## src/rtl/uart_rx_if.sv

```systemverilog
// Host-side status/acknowledge bundle for the 8N1 UART receiver.
// The receiver drives the byte and flags; the host returns the acknowledge.
`timescale 1ns/1ps

interface uart_rx_if;
   logic [7:0] data;
   logic       rdy;
   logic       ferr;
   logic       overrun;
   logic       rdy_clr;

   modport master (input data, rdy, ferr, overrun, output rdy_clr);
   modport slave  (output data, rdy, ferr, overrun, input rdy_clr);
endinterface

```

## src/rtl/uart_rx.sv

```systemverilog
// 8N1 UART receiver driven by a 16x oversample strobe: synchronises rx,
// qualifies the start bit, samples mid-bit and reports byte/ferr/overrun.
`timescale 1ns/1ps

module uart_rx (
   input  logic     clk_50m,
   input  logic     rst,
   input  logic     rxclk_en,
   input  logic     rx,
   uart_rx_if.slave host
);

   typedef enum logic [1:0] {
      ST_IDLE  = 2'd0,
      ST_START = 2'd1,
      ST_DATA  = 2'd2,
      ST_STOP  = 2'd3
   } state_t;

   state_t     state_r;
   logic       rx_meta_r;
   logic       rx_sync_r;
   logic [3:0] sample_r;
   logic [2:0] bitpos_r;
   logic [7:0] scratch_r;
   logic [7:0] data_r;
   logic       rdy_r;
   logic       ferr_r;
   logic       overrun_r;

   assign host.data    = data_r;
   assign host.rdy     = rdy_r;
   assign host.ferr    = ferr_r;
   assign host.overrun = overrun_r;

   // Two-flop synchroniser; resets to the idle-high line level.
   always_ff @(posedge clk_50m) begin
      if (rst) begin
         rx_meta_r <= 1'b1;
         rx_sync_r <= 1'b1;
      end else begin
         rx_meta_r <= rx;
         rx_sync_r <= rx_meta_r;
      end
   end

   // Receive FSM and host status; tick events are written after the clear so a coinciding set wins.
   always_ff @(posedge clk_50m) begin
      if (rst) begin
         state_r   <= ST_IDLE;
         sample_r  <= 4'd0;
         bitpos_r  <= 3'd0;
         scratch_r <= 8'h00;
         data_r    <= 8'h00;
         rdy_r     <= 1'b0;
         ferr_r    <= 1'b0;
         overrun_r <= 1'b0;
      end else begin
         if (host.rdy_clr) begin
            rdy_r     <= 1'b0;
            ferr_r    <= 1'b0;
            overrun_r <= 1'b0;
         end
         if (rxclk_en) begin
            case (state_r)
               ST_IDLE: begin
                  if (!rx_sync_r) begin
                     state_r  <= ST_START;
                     sample_r <= 4'd1;
                  end
               end
               ST_START: begin
                  if (rx_sync_r) begin
                     state_r  <= ST_IDLE;
                     sample_r <= 4'd0;
                  end else if (sample_r == 4'd7) begin
                     state_r  <= ST_DATA;
                     sample_r <= 4'd0;
                     bitpos_r <= 3'd0;
                  end else begin
                     sample_r <= sample_r + 4'd1;
                  end
               end
               ST_DATA: begin
                  if (sample_r == 4'd15) begin
                     scratch_r[bitpos_r] <= rx_sync_r;
                     sample_r            <= 4'd0;
                     if (bitpos_r == 3'd7) begin
                        state_r <= ST_STOP;
                     end else begin
                        bitpos_r <= bitpos_r + 3'd1;
                     end
                  end else begin
                     sample_r <= sample_r + 4'd1;
                  end
               end
               ST_STOP: begin
                  if (sample_r == 4'd15) begin
                     if (rx_sync_r) begin
                        data_r <= scratch_r;
                        rdy_r  <= 1'b1;
                        // An acknowledge on this cycle consumes the old byte, so no overrun.
                        if (rdy_r && !host.rdy_clr) begin
                           overrun_r <= 1'b1;
                        end
                     end else begin
                        ferr_r <= 1'b1;
                     end
                     state_r  <= ST_IDLE;
                     sample_r <= 4'd0;
                  end else begin
                     sample_r <= sample_r + 4'd1;
                  end
               end
               default: begin
                  state_r  <= ST_IDLE;
                  sample_r <= 4'd0;
               end
            endcase
         end
      end
   end

endmodule

```

## src/flat_wrapper.sv

```systemverilog
// flat-port wrapper written by rule: the top's interface ports become plain ports
module uart_rx_flat 
  (clk_50m, rst, rxclk_en, rx, host_data, host_rdy, host_ferr, host_overrun, host_rdy_clr);
  uart_rx_if host_i ();
  input  logic clk_50m;
  input  logic rst;
  input  logic rxclk_en;
  input  logic rx;
  output wire logic [$bits(host_i.data)-1:0] host_data;
  output wire logic [$bits(host_i.rdy)-1:0] host_rdy;
  output wire logic [$bits(host_i.ferr)-1:0] host_ferr;
  output wire logic [$bits(host_i.overrun)-1:0] host_overrun;
  input wire logic [$bits(host_i.rdy_clr)-1:0] host_rdy_clr;
  assign host_data = host_i.data;
  assign host_rdy = host_i.rdy;
  assign host_ferr = host_i.ferr;
  assign host_overrun = host_i.overrun;
  assign host_i.rdy_clr = host_rdy_clr;
  uart_rx u_core (.clk_50m(clk_50m), .rst(rst), .rxclk_en(rxclk_en), .rx(rx), .host(host_i));
endmodule
```

## config.mk

```make
export PLATFORM = sky130hd
export DESIGN_NAME = uart_rx_flat
export DESIGN_NICKNAME = d
export VERILOG_FILES = /design/src/rtl/uart_rx_if.sv /design/src/rtl/uart_rx.sv /design/src/flat_wrapper.sv
export SDC_FILE = /design/constraint.sdc
export NUM_CORES = 1
export LEC_CHECK = 0
export BUFFER_PORTS_ARGS = -buffer_cell sky130_fd_sc_hd__buf_2
export CAP_MARGIN = 25
export CORE_ASPECT_RATIO = 1.75
export CORE_MARGIN = 5
export CORE_UTILIZATION = 55
export DETAILED_ROUTE_END_ITERATION = 16
export PLACE_DENSITY = 0.76
export RECOVER_POWER = 50
export SYNTH_ARGS = -nofsm -noshare
export SYNTH_HDL_FRONTEND = slang
export SYNTH_SLANG_ARGS = --single-unit
```

## constraint.sdc

```tcl
create_clock -name clk_50m -period 2.5 [get_ports clk_50m]
set_input_delay 0.5 -clock clk_50m [delete_from_list [all_inputs] [get_ports clk_50m]]
set_output_delay 0.5 -clock clk_50m [all_outputs]
set_load 0.1 [all_outputs]
```

==> qor.yml, run 1 <==
synth_top_area_share_pct: 42.4
row_count: 24
hold_viol: 0
dieArea_mm2: 0.00373
startpoint: "u_core.host.rdy$_SDFF_PP0_"
grt_pass1_vias: 1236
hold_start: "host_rdy_clr"
routed_wirelength_um: 3140
clock_sinks: 30
clk_pin_slew_ns: 0.06
synth_flop_cell: "dfxtp_1"
yosysTopAreaCell: "dfxtp_1"
cts_buffers: 5
drtAntennaViolNets: 0
crit_type: "flip-flop to output port"
start_util_pct: 56.8
clk_latency_ns: 0.28
r2r_cells: 6
synth_edf_count: 0
pin_count: 16
total_power_w: 0.000924
cp_top_family: "buffers and inverters"
status: "complete, no violations"
ys_top_cells_by_count: "30 x dfxtp_1, 20 x nand2_1, 18 x a21oi_1"
clk_path_buf_depth: 2
antenna_cells: 0
finalCritPeriodShare_pct: 80.2
drt_iter0_markers: 34
layout_min_cycle_time_ns: 2.01
vias: 1226
synth_fp_nets: 175
cpMaxStageDelayCell: "clkbuf_1"
slew_headroom_pct: 21.8
pre_cts_ws_ns: 0.556
tritoncts: "yes"
final-setup-viol-count: 0
h-tree-depth: 2
final.setup.tns_ns: 0
leakagePower_nw: 0.567
ctsResizeCount: 0
drv_cap: 0
grt_setup_unrepaired: "false"
synthCells: 162
drc: 0
coreArea_mm2: 0.00249
crit_chain: "clkbuf_1"
synth_area_leaders: "dfxtp_1 42%, ha_1 7.1%, a21oi_1 6.4%, mux2i_1 6.4%, nand2_1 5.3%"
cts-root-buf: "clkbuf_8"
syn_area_mm2: 0.00142
chipHeight_um: 77.1
synth.yosys.warnings: 0
rr_startpoint: "u_core.state_r[0]$_SDFFE_PP0P_"
worst_pin_slew_ns: 1.17
post-cts-setup-buffers: 0
hold-worst-slack_ns: 0.405
die_x_um: 48.4
viasPerCell: 6.07
gr-total-overflow: 0
async_flop_share_pct: 0
hold_buffers: 0
grt.total_usage_pct: 17.8
antenna_found_initial: 0
crit_path_max_incr_delay_ns: 0.87
yosysUniqueCellTypes: 36
syn_avg_cell_area_um2: 8.74
dp_hpwl_um: 2230
grt_max_degree: 30
fin_nets: 188
crit_path_end_kind: "output port"
min_path_type: "input pin to flip-flop"
multi_input_area_um2: 754
path_depth: 1
required_ns: 2.00
worstPathArrival_ns: 1.51
max_freq_mhz: 499
critPathMaxFanout: 3
yosysSeqAreaShare_pct: 42.4
power_density_mw_per_mm2: 592
drv_slew: 0
layout_setup_ws_ns: 0.494
synthToLayoutAreaGrowth_pct: 10.2
dr.pass1.iters: 4
ys_ff_latch: 30
crit_buf_inv: 1
finalClockSkew_ns: 0.00690
start_kind: "flip-flop"
nFillCells: 232
yosysMostFrequentCell: "dfxtp_1"
vdd_drop_max_uv: 432
io_buffers: 15
seq_area_um2: 601
holdPathStages: 2
drive_gt1_share_pct: 9.09
drt-wirelength-per-cell_um: 15.5
gp_congestion: 0.896
grt_pass1_wl_um: 5310
[registers in the layout (all words and copies together), names as in the netlist, named ones only]
signal               cells
u_core.host.ferr         1
u_core.host.rdy          1
u_core.state_r           1
u_core.rx_sync_r         1
u_core.scratch_r         8
u_core.bitpos_r          3
u_core.sample_r          4
u_core.rx_meta_r         1
u_core.host.overrun      1
u_core.host.data         8
[cells in the final DEF (no fill, tap or decap), drive strengths merged, types with 6 or more instances in the layout]
cell type / synthesis / routed
mux2i: 9 / 9
dfxtp: 30 / 30
clkbuf: 4 / 18
nand2b: 6 / 6
a21oi: 18 / 18
ha: 8 / 8
nor2: 10 / 10
nand3: 6 / 6
nand2: 20 / 20
[layout make-up]
| type | count | area share [%] |
|---|---|---|
| Multi-Input combinational cell | 118 | 48.3 |
| Clock buffer | 6 | 5.29 |
| Sequential cell | 30 | 38.5 |
| Inverter | 5 | 1.20 |
| Timing Repair Buffer | 15 | 3.85 |
| Tap cell | 26 | 2.08 |
| Clock inverter | 2 | 0.801 |
[power by group]
part           switching [W]  internal, W  leakage (nW)
sequential        0.00000537     0.000482         0.242
clock               0.000183     0.000221        0.0472
combinational      0.0000202    0.0000126         0.277
[metrics by stage]
stage	std cells	cell area, um2	util [%]
after floorplan	162	1420	-
after global placement	194	1480	59.4
after detailed placement	194	1480	59.4
after CTS	202	1580	63.3
after global routing	202	1560	62.7
final	202	1560	62.7
[metal layers]
layer | vias up | wire [um] | GRT usage (%)
met4 | 0 | 97 | 12.5
met3 | 9 | 104 | 5.23
met1 | 596 | 1210 | 17.8
met2 | 27 | 1720 | 30.4
li1 | 594 | - | -
met5 | - | 0 | 0
[final timing paths]
path                                          to  slack, ns
hold reg to reg      u_core.rx_sync_r$_SDFF_PP1_       0.43
hold / removal    u_core.host.overrun$_SDFF_PP0_       0.40
setup reg to reg  u_core.state_r[0]$_SDFFE_PP0P_       0.52
setup / recovery                        host_rdy       0.49
[kinds of logic (layout without fill, tap and decap cells)]
family,after synthesis,count (layout),share of synthesized area (%)
adder cells (fa/ha/maj),8,8,7.07
multiplexers,9,9,6.36
flip-flops,30,30,42.4
AO/OA/AOI/OAI,32,32,13.7
buffers and inverters,14,28,4.33
AND/OR/NAND/NOR,69,69,26.2
(Power assumes the default switching activity.)
==> inputs of run 2 (changes only) <==
CORE_UTILIZATION = 51   (was 55)
PLACE_DENSITY = 0.74   (was 0.76)
clock period = 1.8 ns   (was 2.5 ns; I/O delays follow)
==> qor.yml, run 2 (synthesis results as in run 1) <==
worstPathArrival_ns: 1.89  # was 1.51 ns
max_freq_mhz: 583
layout_min_cycle_time_ns: 1.71
nFillCells: 223  # was 232
p_switching_w: 0.000272  # was 0.000209 W
tritoncts: "yes"  # unchanged
drv_cap: 0  # unchanged
worst_pin_slew_ns: 0.550  # was 1.17 ns
pre_cts_ws_ns: 0.0322  # was 0.556 ns
p_seq_share_pct: 48.1  # was 52.7%
cts_buffers: 5  # unchanged
drv_slew: 0  # unchanged
final_cell_mix: "29 x dfxtp_1, 20 x nand2_1, 18 x a21oi_1, 11 x clkbuf_2"  # was 30 x dfxtp_1, 20 x nand2_1, 18 x a21oi_1, 12 x clkbuf_1, 10 x nor2_1
holdPathStages: 2  # unchanged
grt_max_degree: 30  # unchanged
cpMaxStageDelayCell: "or4_1"  # was clkbuf_1
gp_congestion: 0.854  # was 0.896
required_ns: 1.97  # was 2.00 ns
finalClockSkew_ns: 0.0102  # was 0.00690 ns
crit_type: "flip-flop to flip-flop"  # was flip-flop to output port
io_buffers: 15  # unchanged
drive_gt1_share_pct: 22.7  # was 9.09%
die_x_um: 49.8  # was 48.4 um
clk_path_buf_depth: 2  # unchanged
drt-wirelength-per-cell_um: 14.0  # was 15.5 um
vdd_drop_max_uv: 787  # was 432 uV
viasPerCell: 5.68  # was 6.07
coreArea_mm2: 0.00269  # was 0.00249 mm2
r2r_cells: 6  # unchanged
start_kind: "flip-flop"  # unchanged
combPwrFrac_pct: 3.8  # was 3.6%
dp_hpwl_um: 2140  # was 2230 um
power_density_mw_per_mm2: 824  # was 592 mW/mm2
leakagePower_nw: 0.666  # was 0.567 nW
min_path_type: "input pin to flip-flop"  # unchanged
chipHeight_um: 79.7  # was 77.1 um
final-setup-viol-count: 0  # unchanged
crit_path_end_kind: "flip-flop"  # was output port
fin_nets: 198  # was 188
antenna_found_initial: 0  # unchanged
drc: 0  # unchanged
final.setup.tns_ns: 0  # unchanged
clk_pin_slew_ns: 0.07  # was 0.06 ns
grt_pass1_vias: 1177  # was 1236
vias: 1204  # was 1226
layout_setup_ws_ns: 0.0857  # was 0.494 ns
cts-root-buf: "clkbuf_8"  # unchanged
status: "complete, no violations"  # unchanged
grt_pass1_wl_um: 4970  # was 5310 um
layout_commonest_cell: "dfxtp_1"  # unchanged
antenna_cells: 0  # unchanged
h-tree-depth: 2  # unchanged
dr.pass1.iters: 4  # unchanged
swShare_pct: 19.3  # was 22.6%
row_count: 25  # was 24
clk_latency_ns: 0.28  # about the same
routed_wirelength_um: 2960  # was 3140 um
drtAntennaViolNets: 0  # unchanged
dpl_cell_area_mm2: 0.00155  # was 0.00148 mm2
p_clk_share_pct: 48.2  # was 43.7%
grt.total_usage_pct: 16.0  # was 17.8%
clock_sinks: 30  # unchanged
finalInstanceArea_mm2: 0.00170  # was 0.00156 mm2
drt_iter0_markers: 18  # was 34
synthToLayoutAreaGrowth_pct: 20.3  # was 10.2%
finalCritPeriodShare_pct: 95.2
grt_setup_unrepaired: "false"  # unchanged
crit_path_max_incr_delay_ns: 0.46  # was 0.87 ns
pin_count: 16  # unchanged
p_int_w: 0.00113  # was 0.000715 W
hold_viol: 0  # unchanged
slew_headroom_pct: 63.5  # was 21.8%
crit_chain: "inv_2 > ha_1 > and4b_1 > a211oi_1 > or4_1 > and3_1"  # was clkbuf_1
start_util_pct: 52.7  # was 56.8%
critPathMaxFanout: 4  # was 3
dieArea_mm2: 0.00397  # was 0.00373 mm2
final_util_pct: 63.3  # was 62.7%
gr-total-overflow: 0  # unchanged
-- run 2: layer usage --
metal / routed length (um) / vias up / GRT usage [%]
met2: 1610 / 15 / 27.6
met1: 1200 / 564 / 16.8
met5: 0 / - / 0
li1: - / 618 / -
met4: 65 / 0 / 8.92
met3: 90 / 7 / 4.86
-- run 2: stage by stage --
| step | power [W] | hold slack, ns | std cells |
|---|---|---|---|
| after floorplan | 0.000723 | 0.389 | 162 |
| after global placement | 0.000739 | 0.403 | 204 |
| after detailed placement | 0.000740 | 0.401 | 204 |
| after CTS | 0.00142 | 0.270 | 211 |
| after global routing | 0.00146 | 0.270 | 212 |
| final | 0.00140 | 0.273 | 212 |
-- run 2: power by group through the flow --
| stage | sequential, W | combinational, W | clock, W |
|---|---|---|---|
| global route | 0.000675 | 0.0000591 | 0.000725 |
| detailed placement | 0.000689 | 0.0000514 | 0 |
| CTS | 0.000674 | 0.0000516 | 0.000694 |
| floorplan | 0.000688 | 0.0000351 | 0 |
| finish | 0.000675 | 0.0000532 | 0.000677 |
| global placement | 0.000689 | 0.0000502 | 0 |
-- run 2: worst max-delay path, delay by kind of cell (launching register included) --
| family | cells | cell delay, ns |
|---|---|---|
| flip-flops | 1 | 0.37 |
| adder cells (fa/ha/maj) | 1 | 0.23 |
| AND/OR/NAND/NOR | 3 | 0.90 |
| buffers and inverters | 1 | 0.06 |
| AO/OA/AOI/OAI | 1 | 0.06 |
-- run 2: worst paths after layout --
check | startpoint | endpoint | slack (ns)
hold reg to reg | u_core.rx_meta_r$_SDFF_PP1_ | u_core.rx_sync_r$_SDFF_PP1_ | 0.41
setup reg to reg | u_core.state_r[0]$_SDFFE_PP0P_ | u_core.state_r[0]$_SDFFE_PP0P_ | 0.09
setup / recovery | u_core.state_r[0]$_SDFFE_PP0P_ | u_core.state_r[0]$_SDFFE_PP0P_ | 0.09
hold / removal | rx | u_core.rx_meta_r$_SDFF_PP1_ | 0.27
-- run 2: layout make-up --
| type | instances | area, um2 | share of cell area [%] |
|---|---|---|---|
| clock inverter | 1 | 30.0 | 1.76 |
| sequential | 30 | 602 | 35.3 |
| timing repair buffer | 25 | 150 | 8.81 |
| inverter | 5 | 18.8 | 1.10 |
| multi-input combinational | 118 | 787 | 46.2 |
| clock buffer | 6 | 82.6 | 4.85 |
| tap | 27 | 33.8 | 1.98 |
-- run 2: repair_timing --
| action | 4_1_cts | 5_1_grt |
|---|---|---|
| resized for setup | 0 | 6 |
| hold endpoints to repair | 0 | 0 |
| endpoints found under the setup margin | 0 | 16 |
| buffers inserted | 0 | 1 |
| hold buffers | 0 | 0 |
